### src/rtl/systolic_output_deskew.sv
// systolic_output_deskew
//   Receive end of a skewed systolic-array datapath. Lane i of a result row
//   arrives i cycles after lane 0, so lane i is delayed by NUM_LANES-1-i
//   enable-gated stages. This lines every lane up into one row word. Aligned
//   rows are queued in a FIFO and drained downstream with valid/ready.
//
// Configuration macro: DESKEW_ERR_CHECK_EN
//   defined   : a row is pushed only when every aligned lane is valid. A row
//               that is only partly valid is dropped and sets err_misalign.
//               A row that arrives while the FIFO is full, with no pop in the
//               same cycle, is dropped and sets err_overflow.
//   undefined : a row is pushed on the valid of the last lane alone.
//               Overflowing rows are still dropped. Both error flags are held
//               at 0 and err_clear is ignored.
//
// Ports
//   clk          rising-edge clock
//   reset        asynchronous active-low reset
//   enable       global array stall; advances deskew stages and gates push
//   lane_valid   per-lane element valid (bit i = lane i)
//   lane_data    lane i at [i*DATA_WIDTH +: DATA_WIDTH]
//   in_ready     upstream may start a new row; reserves room for rows in flight
//   out_valid    out_data holds the FIFO head row
//   out_data     aligned row at the FIFO head, packed the same way as lane_data
//   out_ready    downstream accepts; pop on out_valid & out_ready
//   fifo_count   number of rows stored
//   err_misalign sticky: partly valid aligned row seen
//   err_overflow sticky: aligned row dropped because the FIFO was full
//   err_clear    synchronous clear of both sticky flags (a new error wins)
module systolic_output_deskew #(
    parameter int DATA_WIDTH = 16,
    parameter int NUM_LANES  = 4,
    parameter int FIFO_DEPTH = 8
) (
    input  logic                             clk,
    input  logic                             reset,
    input  logic                             enable,
    input  logic [NUM_LANES-1:0]             lane_valid,
    input  logic [NUM_LANES*DATA_WIDTH-1:0]  lane_data,
    output logic                             in_ready,
    output logic                             out_valid,
    output logic [NUM_LANES*DATA_WIDTH-1:0]  out_data,
    input  logic                             out_ready,
    output logic [$clog2(FIFO_DEPTH):0]      fifo_count,
    output logic                             err_misalign,
    output logic                             err_overflow,
    input  logic                             err_clear
);

    localparam int PTR_W = $clog2(FIFO_DEPTH);
    localparam int CNT_W = PTR_W + 1;
    localparam int ROW_W = NUM_LANES * DATA_WIDTH;

    logic [ROW_W-1:0]     aligned_data;
    logic [NUM_LANES-1:0] aligned_valid;

    // Deskew shift registers. Lane i has NUM_LANES-1-i stages, so lane 0 is
    // delayed the most and the last lane is not delayed at all.
    for (genvar i = 0; i < NUM_LANES - 1; i++) begin : g_lane
        localparam int DEPTH = NUM_LANES - 1 - i;

        logic [DATA_WIDTH-1:0] data_q [DEPTH];
        logic [DEPTH-1:0]      valid_q;

        // NOTE: registers are written with non-blocking assignments, so every
        // stage shifts from the value it held before the edge, whatever order
        // the statements are written in.
        always_ff @(posedge clk or negedge reset) begin
            if (!reset) begin
                valid_q <= '0;
                for (int k = 0; k < DEPTH; k++) data_q[k] <= '0;
            end else if (enable) begin
                data_q[0]  <= lane_data[i*DATA_WIDTH +: DATA_WIDTH];
                valid_q[0] <= lane_valid[i];
                for (int k = 1; k < DEPTH; k++) begin
                    data_q[k]  <= data_q[k-1];
                    valid_q[k] <= valid_q[k-1];
                end
            end
        end

        assign aligned_data[i*DATA_WIDTH +: DATA_WIDTH] = data_q[DEPTH-1];
        assign aligned_valid[i]                         = valid_q[DEPTH-1];
    end

    // The last lane arrives last, so it joins the row straight from the input.
    assign aligned_data[(NUM_LANES-1)*DATA_WIDTH +: DATA_WIDTH] =
        lane_data[(NUM_LANES-1)*DATA_WIDTH +: DATA_WIDTH];
    assign aligned_valid[NUM_LANES-1] = lane_valid[NUM_LANES-1];

    // FIFO control
    logic [PTR_W-1:0] wr_ptr, rd_ptr;
    logic [CNT_W-1:0] count_next;
    logic             push_req, push_ok, pop, full;

    assign full    = (fifo_count == CNT_W'(FIFO_DEPTH));
    assign pop     = out_valid & out_ready;
    // When the FIFO is full, a pop in the same cycle frees the head slot,
    // and the write pointer points at that slot.
    assign push_ok = push_req & (~full | pop);

`ifdef DESKEW_ERR_CHECK_EN
    logic misalign_evt, overflow_evt;

    assign push_req     = enable & (&aligned_valid);
    assign misalign_evt = enable & (|aligned_valid) & ~(&aligned_valid);
    assign overflow_evt = push_req & full & ~pop;

    // A new error takes priority over err_clear in the same cycle.
    always_ff @(posedge clk or negedge reset) begin
        if (!reset) begin
            err_misalign <= 1'b0;
            err_overflow <= 1'b0;
        end else begin
            if (misalign_evt)   err_misalign <= 1'b1;
            else if (err_clear) err_misalign <= 1'b0;
            if (overflow_evt)   err_overflow <= 1'b1;
            else if (err_clear) err_overflow <= 1'b0;
        end
    end
`else
    logic unused_err_inputs;

    assign push_req          = enable & aligned_valid[NUM_LANES-1];
    assign err_misalign      = 1'b0;
    assign err_overflow      = 1'b0;
    assign unused_err_inputs = err_clear ^ (^aligned_valid[NUM_LANES-2:0]);
`endif

    // NOTE: count_next gets its default first, so every path through the
    // case assigns it and no latch is inferred.
    always_comb begin
        count_next = fifo_count;
        case ({push_ok, pop})
            2'b10:   count_next = fifo_count + CNT_W'(1);
            2'b01:   count_next = fifo_count - CNT_W'(1);
            default: count_next = fifo_count;
        endcase
    end

    always_ff @(posedge clk or negedge reset) begin
        if (!reset) begin
            wr_ptr     <= '0;
            rd_ptr     <= '0;
            fifo_count <= '0;
        end else begin
            if (push_ok) wr_ptr <= wr_ptr + PTR_W'(1);
            if (pop)     rd_ptr <= rd_ptr + PTR_W'(1);
            fifo_count <= count_next;
        end
    end

    // Row storage
    logic [ROW_W-1:0] mem [FIFO_DEPTH];

    // NOTE: the row storage has no reset. A slot is only read after it has
    // been written, and out_data is forced to 0 while the FIFO is empty.
    always_ff @(posedge clk) begin
        if (push_ok) mem[wr_ptr] <= aligned_data;
    end

    assign out_valid = (fifo_count != '0);
    assign out_data  = out_valid ? mem[rd_ptr] : '0;
    assign in_ready  = (CNT_W'(FIFO_DEPTH) - fifo_count) >= CNT_W'(NUM_LANES);

endmodule

### config.mk
export PLATFORM = sky130hd
export DESIGN_NAME = systolic_output_deskew
export DESIGN_NICKNAME = d
export VERILOG_FILES = /design/src/rtl/systolic_output_deskew.sv
export SDC_FILE = /design/constraint.sdc
export NUM_CORES = 1
export LEC_CHECK = 0
export BUFFER_PORTS_ARGS = -buffer_cell sky130_fd_sc_hd__buf_4
export CORE_ASPECT_RATIO = 1.4
export CORE_MARGIN = 8
export CORE_UTILIZATION = 25
export DETAILED_ROUTE_END_ITERATION = 7
export SYNTH_ARGS = -nofsm -noshare
export SYNTH_HDL_FRONTEND = slang
export SYNTH_SLANG_ARGS = --single-unit
### constraint.sdc
create_clock -name clk -period 8.3 [get_ports clk]
set_input_delay 0.83 -clock clk [delete_from_list [all_inputs] [get_ports clk]]
set_output_delay 0.83 -clock clk [all_outputs]
set_load 0.02 [all_outputs]
Yosys cells after proc, flatten, opt, wreduce, memory -nomap -nowiden
Memories as Yosys holds them, arrays and structs flattened.
Index checks and enable logic that the tools add are counted.
- register bits: 106
- bits in latches: 0
- bits in writable memories: 512
- ROM bits: 0
- bits of input ports: 73
- output and inout bits: 72
- word-level logic and storage cells: 30
- memories: 1
- memories (memory ; depth ; width ; rd ports ; clocked after memory_dff ; wr ports ; line ; source):
    mem ; 8 ; 64 ; 1 ; 0 ; 1 ; 154 ; logic [ROW_W-1:0] mem [FIFO_DEPTH];
- $add $sub $neg: 5
- multiply operators: 0
- div/mod/pow operators: 0
- $lt $le $gt $ge: 1
- equal/unequal tests: 3
- shift operators: 0
- muxes and demuxes: 4
- bitwise operators: 5
- reduce and logical (&&, ||, !) cells: 2
- operator list (cell ; number):
    $mux W64 ; 1
    $pmux W4 S2 ; 1
    $add A3 B1 Y3 const B ; 2
    $add A4 B1 Y4 const B ; 1
    $eq A4 B4 Y1 const B ; 1
    $ge A4 B3 Y1 const B ; 1
    $reduce_bool A4 Y1 ; 1
    $sub A4 B1 Y4 const B ; 1
    $sub A4 B4 Y4 const A ; 1
    $and A1 B1 Y1 ; 3
    $eq A2 B1 Y1 const B ; 1
    $eq A2 B2 Y1 const B ; 1
    $mux W1 ; 2
    $reduce_bool A2 Y1 ; 1
    $not A1 Y1 ; 1
    $or A1 B1 Y1 ; 1

Longest topological paths before layout
Gate-level depths: netlist (run 1).
- depth after elaboration: 6
- mapped depth: 11
- gate-level depth less buffers: 10

Worst setup path before layout (run 1)
Ideal clock, no wire load.
- path kind: input to register
- start: in enable
- end: mem mem[2][0] (netlist name), enable pin
- library setup time: 0.578 ns
- arrival time: 6.174 ns
- data required time: 7.722 ns
- path slack: 1.548 ns
- stages on the path: 5
- path buffers: 1
- path through: clkbuf_1 > nand2_1 > a31oi_4 > nand2b_1 > nor3b_1
- word-level cells in the longest chain between the ends: 4
- ends and longest elaborated chain (what ; line ; source):
    start: declaration ; 37 ; input logic enable,
    $and A1 B1 Y1 ; 124 ; assign push_req = enable & aligned_valid[NUM_LANES-1];
    $and A1 B1 Y1 ; 100 ; assign push_ok = push_req & (~full | pop);
    $mux W1 ; 159 ; if (push_ok) mem[wr_ptr] <= aligned_data;
    $mux W1 (implied by the code) ; 159 ;
    end: declaration ; 154 ;
No other way between the ends.

Final worst setup path (run 1)
- start: reg rd_ptr[1]
- end: out out_data[14]
- word-level cells in the longest chain between the ends: 2
- ends and longest elaborated chain (what ; line ; source):
    start: declaration ; 92 ; logic [PTR_W-1:0] wr_ptr, rd_ptr;
    start signal: assignment ; 148 ; if (pop) rd_ptr <= rd_ptr + PTR_W'(1);
    $mem_v2 Z8 W64 ; n/a ;
    $mux W64 ; 163 ; assign out_data = out_valid ? mem[rd_ptr] : '0;
    end: declaration ; 42 ; output logic [NUM_LANES*DATA_WIDTH-1:0] out_data,
No other way between the ends.

==> flow_summary.json, run 1 <==
{
  "antenna_found_initial": 1,
  "area_delta_synth_final_pct": 19.67,
  "required_ns": 7.47,
  "avgSynthCellArea_um2": 21.90,
  "cellPowerDensity_nw_per_um2": 345.9,
  "slew_viol_final": 0,
  "clock_skew_ns": 0.03532,
  "synth_compound_area_share_pct": 0.2488,
  "start_util_pct": 25.18,
  "ir_drop_mv": 0.2258,
  "yosys_most_used_dff": "edfxtp_1",
  "most-common-layout-cells": "edfxtp_1 (512), buf_4 (162), mux4_2 (128)",
  "cts_root_buf": "clkbuf_16",
  "final_common_cell": "edfxtp_1",
  "final_nets": 1327,
  "via_per_inst": 4.238,
  "yosysSeqAreaShare_pct": 76.28,
  "grt_util_all_layers_pct": 10.28,
  "synth_mux_area_share_pct": 19.63,
  "drt_iter0_drc": 623,
  "power_mw": 9.781,
  "grt_pass1_wl_mm": 80.04,
  "rrSetupSlack_ns": 4.66,
  "die_w_um": 275.9,
  "yosysWarnings": 0,
  "port_buffers": 138,
  "ant_nets": 0,
  "synth_top_family_by_area": "multiplexers",
  "die_area_um2": 104800,
  "synth_cells": 1079,
  "cts_tree": "done",
  "numCtsBuffers": 61,
  "relSlewSlack_pct": 26.48,
  "synth_edf_count": 512,
  "min_period_ns": 4.760,
  "fmax_mhz": 210.1,
  "status": "completed",
  "finalWorstSetupSlack_ns": 3.540,
  "syn-cell-area_um2": 23630,
  "critPathKind": "flop to output port",
  "drc": 0,
  "startpoint_type": "flop",
  "cts_buffer_depth": 3,
  "num_vias": 10667,
  "cts_resized": 0,
  "grt_max_degree": 64,
  "synth-simple-area-share_pct": 1.609,
  "finalSetupTns_ns": 0,
  "drive_gt1_share_pct": 38.71,
  "core_area_um2": 93860,
  "num_rows": 133,
  "die_y_um": 379.8,
  "cts.clk_slew.worst_paths_ns": 0.06,
  "dp_slack_ns": 4.041,
  "firstDrtPassIters": 4,
  "cap_violations": 0,
  "setup_violations": 0,
  "grt_pass1_vias": 12139,
  "clkSinkCount": 618,
  "worstMarginPinSlew_ns": 1.103,
  "arrival_ns": 3.93,
  "fin_crit_sh_pct": 57.35,
  "synthAdderAreaFrac_pct": 0.2647,
  "async_reset_ff_share_pct": 17.15,
  "hold_class": "primary input to asynchronous set/reset pin",
  "antennaDiodeCount": 0,
  "ioPinCount": 145,
  "clk_latency_ns": 0.65,
  "leakage_nw": 9.612,
  "dp_hpwl_mm": 29.97,
  "wl_mm": 54.16,
  "ys_ff_latch": 618,
  "grt.overflow.total": 0,
  "grt_setup_unrepaired": "false",
  "h-tree-depth": 2,
  "yosys.cell_types.count": 30,
  "finish.utilization_pct": 30.13,
  "hold_violations": 0,
  "end_kind": "output port",
  "post-cts-setup-buffers": 0,
  "wire_per_inst_um": 21.52,
  "globalplace.congestion": 0.6668,
  "critPathMaxFanout": 48,
  "hold_buffers": 0,
  "synth_xor_area_share_pct": 0.3335
}
[synth_stat cells (all sizes together), types with 2 or more instances]
library cell	n	area, um^2
edfxtp	512	15370
mux4	128	2883
dfrtp	106	2653
mux2	99	1115
nor2	70	262.8
mux2i	64	640.6
buf	48	334.1
clkbuf	10	37.54
xor2	6	52.55
ha	5	62.56
nand2	5	18.77
nor3b	5	37.54
a21oi	3	15.01
inv	3	11.26
nor3	3	20.02
xnor2	3	26.28
nand2b	2	12.51
[sequential cells by signal, indices dropped and copies added (netlist names)]
signal         flops
mem              512
aligned_data      32
g_lane.data_q     64
wr_ptr             3
fifo_count         4
rd_ptr             3
[layer usage]
| layer | wire [um] | GRT usage, % | vias up | share of wire (%) |
|---|---|---|---|---|
| li1 | - | - | 4699 | - |
| met1 | 22360 | 12.34 | 5723 | 41 |
| met2 | 28780 | 18.87 | 184 | 53 |
| met3 | 1798 | 1.477 | 61 | 3.3 |
| met4 | 1224 | 2.950 | 0 | 2.3 |
| met5 | 0 | 0 | - | 0 |
[report_power, final]
group	total, mW	internal, mW	switching [mW]
combinational	2.72	1.28	1.44
clock	2.98	1.76	1.22
sequential	4.09	3.73	0.358
total	9.78	6.77	3.01
[cell type report]
class | instances | area (um^2)
Sequential cell | 618 | 18040
Clock inverter | 35 | 541.8
Inverter | 3 | 11.26
Timing Repair Buffer | 164 | 1247
Clock buffer | 81 | 1652
Multi-Input combinational cell | 401 | 5271
Fill cell | 9190 | 65570
Tap cell | 1215 | 1520
[critical path: stages (launching register included)]
cell     delay (ns)
dfrtp_4        0.87
buf_4          0.66
buf_4          0.74
mux4_2         0.40
mux2i_1        0.28
nor2_1         0.08
buf_4          0.18
[kinds of logic after synthesis]
family / Yosys count
buffers and inverters: 61
other: 1
and+or+nand+nor: 87
xor gates and xnor gates: 9
adders and majority gates: 5
muxes: 291
AOI/OAI and AO/OA: 7
DFF: 618
[metrics by stage]
| step | hold WS [ns] | area (um^2) | std cells |
|---|---|---|---|
| 3_5_place_dp | 0.4891 | 26090 | 2401 |
| 4_1_cts | 0.2275 | 28280 | 2517 |
| 3_3_place_gp | 0.4787 | 26090 | 2401 |
| 5_1_grt | 0.2645 | 28280 | 2517 |
| 2_1_floorplan | 0.4574 | 23640 | 1080 |
| 6_report | 0.2477 | 28280 | 2517 |
[final timing paths]
path                                                  startpoint                               end  cells after the start
max in group asynchronous                                  reset       aligned_data[6]$_DFFE_PN0P_                      2
worst min-delay path                                       reset         fifo_count[2]$_DFFE_PN0P_                      1
min in group clk                                   lane_data[11]  g_lane[0].data_q[43]$_DFFE_PN0P_                      2
worst min register to register  g_lane[0].data_q[21]$_DFFE_PN0P_       aligned_data[5]$_DFFE_PN0P_                      1
worst max register to register         fifo_count[3]$_DFFE_PN0P_         fifo_count[2]$_DFFE_PN0P_                     11
worst max-delay path                       rd_ptr[1]$_DFFE_PN0P_                      out_data[14]                      6
No activity file was read; power rests on OpenSTA's default activity.
==> run 2, diff against run 1 <==
==> constraint.sdc (replaced) <==
create_clock -name clk -period 4.75 [get_ports clk]
set_input_delay 0.475 -clock clk [delete_from_list [all_inputs] [get_ports clk]]
set_output_delay 0.475 -clock clk [all_outputs]
set_load 0.02 [all_outputs]
==> run 2 against run 1 <==
Against the previous run:
- flip-flop and latch count unchanged
- critical path depth down 1
- first-iteration DRC count grew 17%
- clock skew is 0.0074 ns lower
- largest power group unchanged
==> flow_summary.json, run 2 (synthesis gave the netlist of run 1 again) <==
{
  "slew_viol_final": 0,
  "regArea_um2": 18040,
  "ioPinCount": 145,
  "num_rows": 133,
  "largest_reg_flops": 512,
  "cts_resized": 0,
  "cts_tree": "done",
  "fin_cells": 2517,
  "area_delta_synth_final_pct": 19.00,
  "grt.overflow.total": 0,
  "critical_path.startpoint": "rd_ptr[1]$_DFFE_PN0P_",
  "port_buffers": 138,
  "wl_mm": 52.05,
  "grt_pass1_wl_mm": 77.52,
  "ir_drop_mv": 0.3307,
  "reg2reg_from": "fifo_count[3]$_DFFE_PN0P_",
  "required_ns": 4.28,
  "ant_nets": 0,
  "grt_setup_unrepaired": "false",
  "firstDrtPassIters": 4,
  "leakage_nw": 9.523,
  "clkSinkCount": 618,
  "grt_max_degree": 70,
  "globalplace.congestion": 0.6537,
  "fmax_mhz": 284.2,
  "fin_crit_sh_pct": 74.08,
  "startpoint_type": "flop",
  "core_area_um2": 93860,
  "die_w_um": 275.9,
  "place_area_um2": 26150,
  "multiInputGateArea_um2": 5271,
  "relSlewSlack_pct": 38.88,
  "min_period_ns": 3.519,
  "drt_iter0_drc": 732,
  "setup_violations": 0,
  "grt_util_all_layers_pct": 9.879,
  "regMostFlops": "mem",
  "numCtsBuffers": 60,
  "drc": 0,
  "n_fill_cell": 9157,
  "cellPowerDensity_nw_per_um2": 591.3,
  "end_kind": "output port",
  "drive_gt1_share_pct": 38.23,
  "reg2reg_depth": 10,
  "hp-start": "lane_data[25]",
  "arrival_ns": 3.04,
  "hold_class": "primary input to flop",
  "worstMarginPinSlew_ns": 0.9168,
  "grt_pass1_vias": 11871,
  "die_area_um2": 104800,
  "antenna_found_initial": 2,
  "h-tree-depth": 2,
  "critPathKind": "flop to output port",
  "die_y_um": 379.8,
  "clk_latency_ns": 0.61,
  "cts_root_buf": "clkbuf_16",
  "hold_violations": 0,
  "most-common-layout-cells": "edfxtp_1 (512), buf_4 (159), mux4_2 (128)",
  "start_util_pct": 25.18,
  "final_area_um2": 28120,
  "holdPathStages": 2,
  "cap_violations": 0,
  "num_vias": 10737,
  "cts_buffer_depth": 3,
  "critPathMaxFanout": 42,
  "final_common_cell": "edfxtp_1",
  "final_nets": 1328,
  "cts.clk_slew.worst_paths_ns": 0.07,
  "dp_hpwl_mm": 29.04,
  "clock_skew_ns": 0.02790,
  "dp_cells": 2402,
  "status": "completed",
  "via_per_inst": 4.266,
  "wire_per_inst_um": 20.68,
  "power_mw": 16.63
}
run 2: repair_timing:
action	in CTS	in global routing
endpoints found under the hold margin	68	0
hold buffers	1	0
buffers inserted	0	0
run 2: layer usage:
metal / part of all wire [%] / up-vias / GRT usage (%)
met4: 2.5 / 0 / 3.233
li1: - / 4710 / -
met1: 41 / 5750 / 12.10
met5: 0 / - / 0
met3: 4.2 / 75 / 1.697
met2: 52 / 202 / 17.46
run 2: worst paths after layout:
check / endpoint / slack [ns]
worst max-delay path: out_data[55] / 1.23
worst min-delay path: g_lane[1].data_q[25]$_DFFE_PN0P_ / 0.08
worst max register to register: fifo_count[2]$_DFFE_PN0P_ / 1.98
worst min register to register: wr_ptr[2]$_DFFE_PN0P_ / 0.50
max in group asynchronous: g_lane[1].data_q[16]$_DFFE_PN0P_ / 3.18
min in group asynchronous: fifo_count[2]$_DFFE_PN0P_ / 0.48
run 2: layout make-up:
cell class	instances	area share, %
Tap cell	1215	5.406
Inverter	3	0.04004
Clock buffer	76	5.624
Clock inverter	36	1.348
Multi-Input combinational cell	401	18.74
Timing Repair Buffer	166	4.676
Antenna cell	2	0.01780
Sequential cell	618	64.14
run 2: critical path, stage by stage (launching register included):
cell     delay (ns)
dfrtp_4        0.88
buf_4          0.61
mux4_2         0.40
mux2i_1        0.21
nor2_1         0.07
buf_4          0.18
run 2: per-stage QoR:
stage          setup TNS [ns]  hold slack [ns]  setup slack [ns]  utilization, %
3_3_place_gp                0           0.4751             1.774           27.86
4_1_cts                     0          0.02642             1.071           29.96
5_1_grt                     0          0.04385             1.001           29.96
3_5_place_dp                0           0.4819             1.764           27.86
6_report                    0          0.08268             1.231           29.96
2_1_floorplan         -594.45           0.1794            -1.680               -
run 2: where the power goes:
part	internal, mW	switching [mW]
registers	6.52	0.533
clock network	2.70	2.03
logic	2.27	2.58
total	11.5	5.14
==> run 3, diff against run 2 <==
==> constraint.sdc (replaced) <==
create_clock -name clk -period 3.3 [get_ports clk]
set_input_delay 0.33 -clock clk [delete_from_list [all_inputs] [get_ports clk]]
set_output_delay 0.33 -clock clk [all_outputs]
set_load 0.02 [all_outputs]
==> run 3 against run 2 <==
Against the previous run:
- critical path depth stayed put
- routed wire length up 5.0%
- design area is 4.4% higher
- sequential share of layout area down 2.7 points
- register-to-register slack got worse by 1.3 ns
- combinational power up 54%
- die area stayed put
- via count increased by 3.4%
- largest cell class unchanged
==> flow_summary.json, run 3 (synthesis gave the netlist of run 1 again) <==
{
  "status": "completed",
  "grt_setup_unrepaired": "false",
  "clock_skew_ns": 0.03288,
  "p_int_mw": 17.20,
  "hold_violations": 0,
  "use_met3_pct": 2.099,
  "port_buffers": 138,
  "ant_nets": 0,
  "grt_pass1_vias": 12308,
  "area_delta_synth_final_pct": 24.18,
  "power_mw": 25.04,
  "fin_cells": 2604,
  "startpoint_type": "flop",
  "grt_util_all_layers_pct": 10.50,
  "h-tree-depth": 3,
  "required_ns": 2.97,
  "clkSinkCount": 618,
  "cts.clk_slew.worst_paths_ns": 0.06,
  "core_area_um2": 93860,
  "critPathKind": "flop to output port",
  "hold_class": "primary input to flop",
  "grtUsageMet1_pct": 12.91,
  "grt.overflow.total": 0,
  "grt_max_degree": 66,
  "regArea_um2": 18040,
  "slew_viol_final": 0,
  "grt_use_met2_pct": 18.15,
  "finish.utilization_pct": 31.27,
  "multiInputGateArea_um2": 5316,
  "numCtsBuffers": 66,
  "globalplace.congestion": 0.6794,
  "dp_cells": 2417,
  "cts_root_buf": "clkbuf_16",
  "antenna_found_initial": 2,
  "start_util_pct": 25.18,
  "worstMarginPinSlew_ns": 0.8264,
  "clockPowerShare_pct": 29.9,
  "slowest_delay_ns": 0.62,
  "combPwrFrac_pct": 29.8,
  "crit_family": "multiplexers",
  "wire_per_inst_um": 20.98,
  "drc": 0,
  "num_vias": 11100,
  "cellPowerDensity_nw_per_um2": 853.1,
  "ir_drop_mv": 0.4853,
  "via_per_inst": 4.263,
  "finalSetupTns_ns": 0,
  "die_area_um2": 104800,
  "worstPathCellList": "buf_16 > mux4_2 > mux2i_2 > nor2_1 > buf_4",
  "relSlewSlack_pct": 44.91,
  "regMostFlops": "mem",
  "swShare_pct": 31.29,
  "wl_mm": 54.64,
  "dp_hpwl_mm": 30.62,
  "num_rows": 133,
  "end_kind": "output port",
  "p_seq_share_pct": 40.3,
  "most-common-layout-cells": "edfxtp_1 (512), buf_4 (162), mux4_2 (128)",
  "setup_violations": 0,
  "leakage_nw": 10.05,
  "critPathMaxFanout": 52,
  "cap_violations": 0,
  "die_y_um": 379.8,
  "die_w_um": 275.9,
  "busiest_layer": "met2",
  "final_nets": 1414,
  "clk_latency_ns": 0.64,
  "grt_pass1_wl_mm": 81.17,
  "path_buf_inv": 2,
  "dp_slack_ns": 0.6205,
  "firstDrtPassIters": 4,
  "fmax_mhz": 320.7,
  "largest_reg_flops": 512,
  "switching_power_mw": 7.833,
  "fin_crit_sh_pct": 94.49,
  "arrival_ns": 2.79,
  "n_fill_cell": 9076,
  "drt_iter0_drc": 685,
  "final_common_cell": "edfxtp_1",
  "min_period_ns": 3.118,
  "finalWorstSetupSlack_ns": 0.1818,
  "cts_buffer_depth": 3,
  "ioPinCount": 145,
  "cts_tree": "done",
  "worst_path_max_delay_cell": "dfrtp_4",
  "drive_gt1_share_pct": 37.68
}
## run 3: changes by cell type in the layout (fill, tap and decap cells not counted), moves of 3 or more
| cell | previous run | this run |
|---|---|---|
| buf_4 | 159 | 162 |
| nor3b_4 | 0 | 4 |
| nor3b_2 | 4 | 0 |
| clkinv_2 | 11 | 5 |
| inv_16 | 0 | 3 |
| clkbuf_8 | 2 | 9 |
| dlygate4sd3_1 | 1 | 65 |
| clkbuf_16 | 60 | 67 |
| clkinv_4 | 5 | 1 |
| buf_12 | 5 | 17 |
## run 3: area by class of cell
cell class	count	share of cell area (%)
Antenna cell	1	0.008527
Inverter	3	0.03837
Clock inverter	30	1.228
Multi-Input combinational cell	401	18.11
Timing Repair Buffer	246	7.653
Clock buffer	90	6.314
Tap cell	1215	5.180
Sequential cell	618	61.46
## run 3: routing by layer
layer	vias to the layer above	share of wire (%)
met5	-	0.024
met4	2	2.3
met3	64	3.9
met2	217	51
met1	5929	42
li1	4888	-
## run 3: power groups by stage
stage          Combinational (mW)  Clock [mW]  Sequential [mW]
2_1_floorplan                5.04           0             9.86
5_1_grt                      8.04        8.00             10.2
6_report                     7.46        7.49             10.1
3_5_place_dp                 7.53           0             10.3
4_1_cts                      7.72        7.73             10.1
3_3_place_gp                 7.50           0             10.3
## run 3: tightest hold or removal path, stage by stage
cell,delay [ns]
buf_4,0.11
nand2_1,0.10
a31oi_4,0.08
nand2_1,0.08
xnor2_1,0.06
## run 3: final timing paths
kind,from,end,slack (ns),depth (start not counted)
min in group asynchronous,reset,fifo_count[2]$_DFFE_PN0P_,0.24,2
worst min register to register,g_lane[0].data_q[43]$_DFFE_PN0P_,g_lane[0].data_q[27]$_DFFE_PN0P_,0.49,1
worst min-delay path,lane_valid[3],wr_ptr[2]$_DFFE_PN0P_,0.16,5
worst max-delay path,rd_ptr[0]$_DFFE_PN0P_,out_data[28],0.18,5
max in group asynchronous,reset,g_lane[0].data_q[20]$_DFFE_PN0P_,2.17,3
worst max register to register,fifo_count[0]$_DFFE_PN0P_,mem[2][38]$_DFFE_PP_,0.67,5
## run 3: metrics by stage
step           cell area, um^2  hold WS [ns]
3_5_place_dp             26450        0.3966
6_report                 29350        0.1570
4_1_cts                  29340        0.1096
5_1_grt                  29350        0.1416
3_3_place_gp             26450        0.3860
2_1_floorplan            23710       0.03441
## run 3: repair_timing
action / CTS / global route
setup buffers: 1 / 0
setup endpoints to repair: 10 / 2
hold buffers: 65 / 0
hold endpoints to repair: 231 / 0
gates resized for setup: 1 / 2
